### src/rtl/bram_pkg.sv
// Shared defaults and width helpers for the on-chip memory initiator.
// The module-level parameters of bram_initiator default to these values;
// the helper functions derive dependent widths from whatever parameters a
// particular instance actually uses.
package bram_pkg;

    // Word-address width, matching onchip_memory_address.
    localparam int ADDR_W_DEF       = 10;

    // Data width; byte lanes are DATA_W/8.
    localparam int DATA_W_DEF       = 32;

    // Cycles from the memory sampling an address to readdata valid (1..3).
    localparam int READ_LATENCY_DEF = 1;

    // Response FIFO entries, which is also the number of read credits.
    localparam int RSP_DEPTH_DEF    = 4;

    // Byte-enable width for the default data width.
    localparam int BE_W             = DATA_W_DEF / 8;

    // Occupancy counter width for the default depth; it must represent 0..RSP_DEPTH.
    localparam int OCC_W            = $clog2(RSP_DEPTH_DEF + 1);

    // Byte-enable width for an arbitrary data width.
    function automatic int be_width(input int data_w);
        return data_w / 8;
    endfunction

    // Width of a counter that must hold 0..depth inclusive.
    function automatic int occ_width(input int depth);
        return $clog2(depth + 1);
    endfunction

endpackage

### src/rtl/bram_rsp_fifo.sv
// Synchronous response FIFO holding read data until the CPU side accepts it.
// A push and a pop in the same cycle are both honoured, including when full.
// The head entry is presented combinationally, so o_pop_data stays stable
// for as long as the head is not popped.
module bram_rsp_fifo
    import bram_pkg::*;
#(
    parameter int DATA_W = DATA_W_DEF,
    parameter int DEPTH  = RSP_DEPTH_DEF
) (
    input  logic              clk_clk,
    input  logic              reset_reset_n,
    input  logic              i_push,
    input  logic [DATA_W-1:0] i_push_data,
    input  logic              i_pop,
    output logic [DATA_W-1:0] o_pop_data,
    output logic              o_empty,
    output logic              o_full
);

    // DEPTH is a power of two, so the pointers wrap on their own.
    localparam int                PTR_W   = $clog2(DEPTH);
    localparam int                CNT_W   = $clog2(DEPTH + 1);
    localparam logic [CNT_W-1:0]  DEPTH_C = CNT_W'(DEPTH);

    logic [DATA_W-1:0] r_mem [DEPTH];
    logic [PTR_W-1:0]  r_wr_ptr;
    logic [PTR_W-1:0]  r_rd_ptr;
    logic [CNT_W-1:0]  r_count;

    logic              w_do_push;
    logic              w_do_pop;

    // A pop frees the slot this cycle, so a push into a full FIFO is legal
    // when it coincides with a pop.
    assign w_do_pop  = i_pop && !o_empty;
    assign w_do_push = i_push && (!o_full || w_do_pop);

    assign o_empty    = (r_count == '0);
    assign o_full     = (r_count == DEPTH_C);
    assign o_pop_data = r_mem[r_rd_ptr];

    // Storage array write port.
    // NOTE: the data array is deliberately not reset; only the pointers and
    // count need a known value, and resetting storage wastes reset routing.
    always_ff @(posedge clk_clk) begin
        if (w_do_push) begin
            r_mem[r_wr_ptr] <= i_push_data;
        end
    end

    // Write and read pointers advance on accepted push / pop.
    always_ff @(posedge clk_clk or negedge reset_reset_n) begin
        if (!reset_reset_n) begin
            r_wr_ptr <= '0;
            r_rd_ptr <= '0;
        end else begin
            if (w_do_push) begin
                r_wr_ptr <= r_wr_ptr + PTR_W'(1);
            end
            if (w_do_pop) begin
                r_rd_ptr <= r_rd_ptr + PTR_W'(1);
            end
        end
    end

    // Entry count; simultaneous push and pop leaves it unchanged.
    always_ff @(posedge clk_clk or negedge reset_reset_n) begin
        if (!reset_reset_n) begin
            r_count <= '0;
        end else begin
            case ({w_do_push, w_do_pop})
                2'b10:   r_count <= r_count + CNT_W'(1);
                2'b01:   r_count <= r_count - CNT_W'(1);
                default: r_count <= r_count;
            endcase
        end
    end

endmodule

### src/rtl/bram_initiator.sv
// Initiator for the on-chip memory slave port.
// Accepts CPU read/write commands on a valid/ready stream, drives the
// onchip_memory_* pins one cycle after acceptance, tracks the fixed read
// latency with a valid shift register and parks returning read data in a
// response FIFO. Reads are only accepted while a FIFO slot is guaranteed
// (credit counter), so the CPU may stall responses indefinitely without loss.
module bram_initiator
    import bram_pkg::*;
#(
    parameter int ADDR_W       = ADDR_W_DEF,
    parameter int DATA_W       = DATA_W_DEF,
    parameter int READ_LATENCY = READ_LATENCY_DEF,  // legal range 1..3
    parameter int RSP_DEPTH    = RSP_DEPTH_DEF      // power of 2, >= 2
) (
    input  logic                  clk_clk,
    input  logic                  reset_reset_n,

    // CPU command stream
    input  logic                  cmd_valid,
    output logic                  cmd_ready,
    input  logic                  cmd_write,
    input  logic [ADDR_W-1:0]     cmd_address,
    input  logic [DATA_W-1:0]     cmd_data,
    input  logic [DATA_W/8-1:0]   cmd_mask,

    // CPU response stream (reads only)
    output logic                  rsp_valid,
    input  logic                  rsp_ready,
    output logic [DATA_W-1:0]     rsp_data,

    // On-chip memory slave pins
    output logic [ADDR_W-1:0]     onchip_memory_address,
    output logic                  onchip_memory_chipselect,
    output logic                  onchip_memory_clken,
    output logic                  onchip_memory_write,
    output logic [DATA_W-1:0]     onchip_memory_writedata,
    output logic [DATA_W/8-1:0]   onchip_memory_byteenable,
    input  logic [DATA_W-1:0]     onchip_memory_readdata
);

    localparam int                  L_BE_W   = be_width(DATA_W);
    localparam int                  L_OCC_W  = occ_width(RSP_DEPTH);
    localparam logic [L_OCC_W-1:0]  DEPTH_C  = L_OCC_W'(RSP_DEPTH);

    // Out-of-reset flag: holds clken and cmd_ready low while in reset.
    logic                     r_run;

    // Issue-stage registers that directly drive the memory pins.
    logic                     r_cs;
    logic                     r_we;
    logic [ADDR_W-1:0]        r_addr;
    logic [DATA_W-1:0]        r_wdata;
    logic [L_BE_W-1:0]        r_be;

    // One bit per cycle of read latency; the top bit marks readdata valid.
    logic [READ_LATENCY-1:0]  r_pipe;

    // Reads accepted and not yet popped (outstanding credits in use).
    logic [L_OCC_W-1:0]       r_occ;
    logic [L_OCC_W-1:0]       w_occ_next;

    logic                     w_accept;
    logic                     w_rd_accept;
    logic                     w_push;
    logic                     w_pop;
    logic                     w_fifo_empty;
    logic                     w_fifo_full;
    logic [DATA_W-1:0]        w_fifo_data;

    // Ready depends only on registered state, so there is no combinational
    // path from any CPU input back to cmd_ready. Writes are gated by the
    // same condition to keep the command stream strictly ordered.
    assign cmd_ready   = r_run && (r_occ < DEPTH_C);
    assign w_accept    = cmd_valid && cmd_ready;
    assign w_rd_accept = w_accept && !cmd_write;

    assign rsp_valid   = !w_fifo_empty;
    assign rsp_data    = w_fifo_data;
    assign w_pop       = rsp_valid && rsp_ready;

    // Read data is captured READ_LATENCY cycles after the memory sampled the address.
    assign w_push      = r_pipe[READ_LATENCY-1];

    assign onchip_memory_address    = r_addr;
    assign onchip_memory_chipselect = r_cs;
    assign onchip_memory_clken      = r_run;
    assign onchip_memory_write      = r_we;
    assign onchip_memory_writedata  = r_wdata;
    assign onchip_memory_byteenable = r_be;

    // Leave reset on the first clock edge after reset_reset_n rises.
    // NOTE: all clocked state uses non-blocking assignments so every flop
    // samples pre-edge values regardless of process evaluation order.
    always_ff @(posedge clk_clk or negedge reset_reset_n) begin
        if (!reset_reset_n) begin
            r_run <= 1'b0;
        end else begin
            r_run <= 1'b1;
        end
    end

    // Issue stage: register an accepted command onto the memory pins for one cycle.
    always_ff @(posedge clk_clk or negedge reset_reset_n) begin
        if (!reset_reset_n) begin
            r_cs    <= 1'b0;
            r_we    <= 1'b0;
            r_addr  <= '0;
            r_wdata <= '0;
            r_be    <= '0;
        end else if (w_accept) begin
            r_cs   <= 1'b1;
            r_we   <= cmd_write;
            r_addr <= cmd_address;
            if (cmd_write) begin
                r_wdata <= cmd_data;
                r_be    <= cmd_mask;
            end else begin
                // Reads fetch the whole word; writedata keeps its last value.
                r_be    <= '1;
            end
        end else begin
            // Idle cycle: deselect, but leave address/data/enables parked.
            r_cs <= 1'b0;
            r_we <= 1'b0;
        end
    end

    // Latency pipe: tag a read when the memory samples it, shift toward capture.
    always_ff @(posedge clk_clk or negedge reset_reset_n) begin
        if (!reset_reset_n) begin
            r_pipe <= '0;
        end else begin
            r_pipe[0] <= r_cs && !r_we;
            for (int i = 1; i < READ_LATENCY; i++) begin
                r_pipe[i] <= r_pipe[i-1];
            end
        end
    end

    // Next credit count: +1 on read accept, -1 on response pop.
    // NOTE: the default assignment first keeps this block free of latches
    // on paths that would otherwise leave w_occ_next unassigned.
    always_comb begin
        w_occ_next = r_occ;
        case ({w_rd_accept, w_pop})
            2'b10:   w_occ_next = r_occ + L_OCC_W'(1);
            2'b01:   w_occ_next = r_occ - L_OCC_W'(1);
            default: w_occ_next = r_occ;
        endcase
    end

    // Credit counter register; reset also forgets any reads still in flight.
    always_ff @(posedge clk_clk or negedge reset_reset_n) begin
        if (!reset_reset_n) begin
            r_occ <= '0;
        end else begin
            r_occ <= w_occ_next;
        end
    end

    bram_rsp_fifo #(
        .DATA_W (DATA_W),
        .DEPTH  (RSP_DEPTH)
    ) u_rsp_fifo (
        .clk_clk       (clk_clk),
        .reset_reset_n (reset_reset_n),
        .i_push        (w_push),
        .i_push_data   (onchip_memory_readdata),
        .i_pop         (w_pop),
        .o_pop_data    (w_fifo_data),
        .o_empty       (w_fifo_empty),
        .o_full        (w_fifo_full)
    );

    // Every returning read already holds a credit, so the FIFO can never be full on a push.
    a_no_fifo_overflow: assert property (
        @(posedge clk_clk) disable iff (!reset_reset_n) !(w_push && w_fifo_full)
    );

    // The credit counter never exceeds the FIFO depth.
    a_occ_in_range: assert property (
        @(posedge clk_clk) disable iff (!reset_reset_n) r_occ <= DEPTH_C
    );

endmodule

### config.mk
export PLATFORM = sky130hd
export DESIGN_NAME = bram_initiator
export DESIGN_NICKNAME = d
export VERILOG_FILES = /design/src/rtl/bram_pkg.sv /design/src/rtl/bram_rsp_fifo.sv /design/src/rtl/bram_initiator.sv
export SDC_FILE = /design/constraint.sdc
export NUM_CORES = 1
export LEC_CHECK = 0
export CORE_ASPECT_RATIO = 0.6
export CORE_UTILIZATION = 25
export DETAILED_ROUTE_END_ITERATION = 8
export GPL_ROUTABILITY_DRIVEN = 1
export PLACE_DENSITY = 0.5
export SYNTH_ARGS = -nofsm -noshare
export SYNTH_HDL_FRONTEND = slang
export SYNTH_SLANG_ARGS = --single-unit
### constraint.sdc
create_clock -name clk_clk -period 1.9 [get_ports clk_clk]
set_clock_uncertainty 0.15 [all_clocks]
set_input_delay 0.38 -clock clk_clk [delete_from_list [all_inputs] [get_ports clk_clk]]
set_output_delay 0.38 -clock clk_clk [all_outputs]
set_load 0.005 [all_outputs]
======== Word level (Yosys, flattened, before mapping) ========
Memory sizes are Yosys's and may differ from the RTL's.
Index checks and enable logic that the tools add are counted.
storage, ports and cells
  register bits after elaboration ......... 60
  memory bits (writable) .................. 128
  input port bits ......................... 83
  output and inout bits ................... 83
  logic and storage cells ................. 47
  memories kept ........................... 1
memories
  name              depth  bits a word  rd ports  clocked after Yosys merged registers in  wr ports  RTL line             RTL
  u_rsp_fifo.r_mem  4      32           1         0                                        1         bram_rsp_fifo.sv:26  logic [DATA_W-1:0] r_mem [DEPTH];
operators by class
  $add $sub $neg .......................... 6
  $lt $le $gt $ge ......................... 1
  equal/unequal tests ..................... 5
  multiplexer cells ....................... 7
  reduce and logical (&&, ||, !) cells .... 16
operators by type and width
  kind                 number
  $pmux 3 s2           2
  $logic_and 1x1->1    7
  $add 3x1->3 const B  2
  $sub 3x1->3 const B  2
  $add 2x1->2 const B  2
  $eq 2x1->1 const B   2
  $eq 2x2->1 const B   2
  $logic_not 1->1      4
  $mux 1               4
  $mux 4               1
  $reduce_bool 2->1    2
  $eq 3x3->1 const B   1
  $logic_not 3->1      1
  $lt 3x3->1 const B   1
  $reduce_and 2->1     1
  $logic_or 1x1->1     1

======== Depth between registers and ports, before layout ========
  depth after elaboration ................. 8
  mapped depth ............................ 10
  depth with buffers taken out ............ 9

======== Hierarchy ========
A second synthesis with hierarchy kept.
second synthesis, totals
  cells, all modules ...................... 354
  area, all modules ....................... 7269.5 sq um
modules (own cells, without submodules)
  module          times used  cells an instance  area an instance (sq um)  sequential area each (sq um)
  bram_rsp_fifo   1           222                5128.7                    4018.9
  bram_initiator  1           132                2140.8                    1326.3

======== Worst setup path after synthesis ========
Ideal clock, no wire load.
  kind .................................... input to register
  from .................................... input cmd_valid
  to ...................................... register r_occ[2]
  library setup time ...................... 0.079 ns
  arrival time ............................ 1.886 ns
  required time ........................... 1.671 ns
  path slack .............................. -0.215 ns
  cell stages on the path ................. 10
  buffers on the path ..................... 2
  cell sequence ........................... and3b_1 > buf_6 > buf_2 > nand2b_1 > ha_1 > inv_1 > fa_1 > xor2_1 > nor2_1 > xor2_1
between the ends
  word-level cells in the longest chain between the ends .. 4
  elaborated cells on any way between the ends .. 6
  classes of those cells .................. 2 x eq/ne; 1 x mux; 3 x reduce/logical
ends and longest elaborated chain
  what                                                    RTL line               RTL
  from (decl)                                             bram_initiator.sv:19   input logic cmd_valid,
  $logic_and 1x1->1 *                                     bram_initiator.sv:74   assign w_accept = cmd_valid && cmd_ready;
  via w_accept                                            bram_initiator.sv:62   logic w_accept;
  $logic_and 1x1->1 *                                     bram_initiator.sv:75   assign w_rd_accept = w_accept && !cmd_write;
  $eq 2x1->1 / $eq 2x2->1 (equally long branches)         bram_initiator.sv:145  case ({w_rd_accept, w_pop})
  $pmux 3 s2 / $reduce_bool 2->1 (equally long branches)  -
  to (signal assigned)                                    bram_initiator.sv:157  r_occ <= w_occ_next;
  to (signal assigned)                                    bram_initiator.sv:182  @(posedge clk_clk) disable iff (!reset_reset_n) r_occ <= DEPTH_C
  to (decl)                                               bram_initiator.sv:59   logic [L_OCC_W-1:0] r_occ;
The timed path passes the listed nets; every way through them passes the cells marked *.
A chain may end at the register's enable or synchronous reset.

======== Final worst setup path ========
  from .................................... register u_rsp_fifo.r_rd_ptr[0]
  to ...................................... output rsp_data[19]
between the ends
  word-level cells in the longest chain between the ends .. 1
ends and longest elaborated chain
  what                    RTL line              RTL
  from (decl)             bram_rsp_fifo.sv:28   logic [PTR_W-1:0] r_rd_ptr;
  from (signal assigned)  bram_rsp_fifo.sv:62   r_rd_ptr <= r_rd_ptr + PTR_W'(1);
  $mem_v2 4x32            -
  to (decl)               bram_initiator.sv:29  output logic [DATA_W-1:0] rsp_data,
Every way passes these cells.

==> impl_metrics.py <==
metrics = {
    "outcome": {
        "status": "complete, but fails checks",
        "violations": "DRC, setup timing",
    },
    "synthesis": {
        "avgSynthCellArea_sq_um": 21.8,
        "synthesis.area_sq_um": 7140,
        "synth_cells": 327,
        "yosysWarnings": 0,
        "synth_edf_count": 128,
        "ys_async_sr_fraction_pct": 31.9,
        "synth_seq_cells": 188,
        "synthesis.nets": 418,
        "synth_flop_cell": "edfxtp_1",
        "synth_cell_types": 28,
        "ys_seq_area_share_pct": 74.8,
    },
    "critical_path": {
        "ff2ff_setup_slack_ns": -0.19,
        "rr_startpoint": "u_rsp_fifo.r_count[2]$_DFFE_PN0P_",
        "cp-end-kind": "output port",
        "worst_setup_path_start_kind": "register",
        "worstPathRequired_ns": 1.37,
        "setup.worst_path.start": "u_rsp_fifo.r_rd_ptr[0]$_DFFE_PN0P_",
        "crit_type": "reg2out",
        "critPathCapture": "rsp_data[19]",
        "cp_max_fo": 7,
        "rr_worst_depth": 9,
        "cp.arrival_ns": 1.83,
        "timing.rr.end": "u_rsp_fifo.r_count[2]$_DFFE_PN0P_",
    },
    "sta": {
        "hold_viol_final": 0,
        "rsz0062_at_grt": "yes",
        "post-route-period-util_pct": 124,
        "setup_slack_ns": -0.464,
        "fin_crit_ns": 2.36,
        "holdWs_ns": 0.232,
        "drv_slew": 0,
        "setup_viol": 36,
        "max_clock_freq_mhz": 423,
    },
    "place": {
        "dp_cells": 882,
        "gp_congestion": 0.742,
        "port_buffers": 165,
        "placed_area_sq_um": 9610,
        "hpwl_um": 11700,
    },
    "global_route": {
        "grt_antenna_before_repair": 1,
        "busiest_layer": "met2",
        "grt_max_degree": 41,
        "use_met1_pct": 15.8,
        "grt_util_all_layers_pct": 11.7,
        "grtUsageMet2_pct": 17.4,
        "use_met3_pct": 4.23,
        "overflow": 0,
        "grt_pass1_wl_um": 24800,
        "grt_pass1_vias": 4065,
    },
    "floorplanning": {
        "fp.coreArea_sq_um": 27800,
        "die-height_um": 133,
        "io_pins": 166,
        "rows": 47,
        "die_area_sq_um": 29300,
        "fp.dieW_um": 220,
        "initial_utilization_pct": 25.7,
    },
    "final_layout": {
        "design_area_sq_um": 10400,
        "final_common_cell": "edfxtp_1",
        "drive_gt1_share_pct": 37.7,
        "final_cell_mix": "edfxtp_1 (128), clkdlybuf4s50_1 (112), dfrtp_1 (58), mux4_2 (32), buf_4 (28)",
        "area_growth_pct": 45.3,
        "instances_no_fill": 931,
        "nets": 641,
    },
    "clock_tree": {
        "clk_pin_slew_worst_paths_ns": 0.07,
        "cts_buffer_depth": 2,
        "clock_latency_ns": 0.44,
        "cts_tree": "built",
        "cts_inserted_buffers": 17,
        "cts.sinks": 188,
        "cts_htree_levels": 4,
        "root_buffer": "clkbuf_16",
    },
    "min_path": {
        "min_path_type": "in2async",
    },
    "routing": {
        "drtPass1Iterations": 9,
        "routedWlPerCell_um": 17.7,
        "drcViolationCount": 10,
        "routed_via_density": 4.06,
        "num_vias": 3776,
        "wl_um": 16500,
        "drtAntennaViolNets": 0,
        "drt_iter0_markers": 228,
    },
    "job": {
        "maxCapViolCount": 0,
    },
    "power_and_ir_drop": {
        "power_density_nw_per_um2": 1400,
        "ir_drop_uv": 514,
        "leakagePower_nw": 4.02,
    },
}
==> cells in the mapped netlist (3+ instances only) <==
cell | instances | share of area [%]
edfxtp_1 | 128 | 54
o22a_1 | 4 | 0.49
mux2_2 | 18 | 2.8
ha_1 | 6 | 1.1
buf_4 | 3 | 0.32
inv_1 | 11 | 0.58
buf_6 | 4 | 0.63
xor2_1 | 4 | 0.49
buf_2 | 5 | 0.35
mux2_4 | 25 | 5.3
mux4_2 | 32 | 10
dfrtp_1 | 60 | 21
xnor2_1 | 5 | 0.61
and2_1 | 4 | 0.35
==> how the worst min path moves through the flow <==
stage	start	slack [ns]	depth (start not counted)	end
4_1_cts	reset_reset_n	0.22	2	onchip_memory_writedata[8]$_DFFE_PN0P_
2_1_floorplan	reset_reset_n	-0.07	0	onchip_memory_address[0]$_DFFE_PN0N_
3_5_place_dp	reset_reset_n	0.15	1	onchip_memory_writedata[8]$_DFFE_PN0P_
6_report	reset_reset_n	0.23	2	onchip_memory_writedata[8]$_DFFE_PN0P_
5_1_grt	reset_reset_n	0.25	2	onchip_memory_writedata[24]$_DFFE_PN0P_
3_3_place_gp	reset_reset_n	0.15	1	onchip_memory_writedata[8]$_DFFE_PN0P_
==> worst max-delay path: stages (launching register included) <==
cell     delay, ns
dfrtp_2       0.39
buf_12        0.15
buf_12        0.14
mux4_2        0.56
buf_6         0.15
==> flip-flops by register name, summed over array words and instances, names as in the netlist, 2 cells and up <==
name                      cells
u_rsp_fifo.r_wr_ptr           2
onchip_memory_address        10
u_rsp_fifo.r_rd_ptr           2
r_occ                         3
onchip_memory_byteenable      4
onchip_memory_writedata      32
u_rsp_fifo.r_count            3
u_rsp_fifo.r_mem            128
==> area by class of cell <==
class                           count  area, sq um
Clock inverter                     15          173
Sequential cell                   188         5350
Fill cell                        2588        17400
Clock buffer                       17          425
Inverter                           11         43.8
Antenna cell                        1         2.50
Multi-Input combinational cell    115         1700
Timing Repair Buffer              217         2230
Tap cell                          367          459
==> what timing repair did <==
item | 4_1_cts | 5_1_grt
endpoints found under the hold margin | 11 | 0
endpoints found under the setup margin | 43 | 175
resized for setup | 163 | 29
hold buffers | 1 | 0
buffers inserted | 7 | 10
cloned | 2 | 1
pin swaps | 9 | 10
==> report_power, final <==
part | switching, mW | leakage (nW) | total (mW) | internal [mW]
Sequential | 0.415 | 1.87 | 5.63 | 5.21
Combinational | 1.96 | 1.87 | 5.37 | 3.41
Clock | 1.70 | 0.293 | 3.59 | 1.89
Total | 4.08 | 4.02 | 14.6 | 10.5
==> per-stage QoR <==
stage | setup TNS [ns] | setup slack (ns) | utilization (%) | total power [mW]
2_1_floorplan | -0.459 | -0.168 | - | 7.90
3_3_place_gp | -66.83 | -0.605 | 34.5 | 10.8
3_5_place_dp | -71.07 | -0.672 | 34.5 | 11.0
4_1_cts | -14.30 | -0.507 | 36.8 | 14.7
5_1_grt | -15.56 | -0.525 | 37.3 | 15.3
6_report | -12.92 | -0.464 | 37.3 | 14.6
==> per-layer routing <==
| layer | routed length [um] | up-vias |
|---|---|---|
| li1 | - | 1715 |
| met1 | 7610 | 1975 |
| met3 | 768 | 19 |
| met5 | 0 | - |
| met2 | 7850 | 67 |
| met4 | 291 | 0 |
==> cell families (layout without fill, tap and decap cells) <==
family	count (synthesis)	count (layout)	synth area share [%]
flip-flops	188	188	74.8
other	1	2	0.0525
multiplexers	76	76	18.3
AND/OR/NAND/NOR	14	14	1.30
AO/OA/AOI/OAI	7	7	0.841
XOR/XNOR	9	9	1.10
adder cells (fa/ha/maj)	8	8	1.61
buffers and inverters	24	260	1.93
Power figures use the tool's default switching activity.
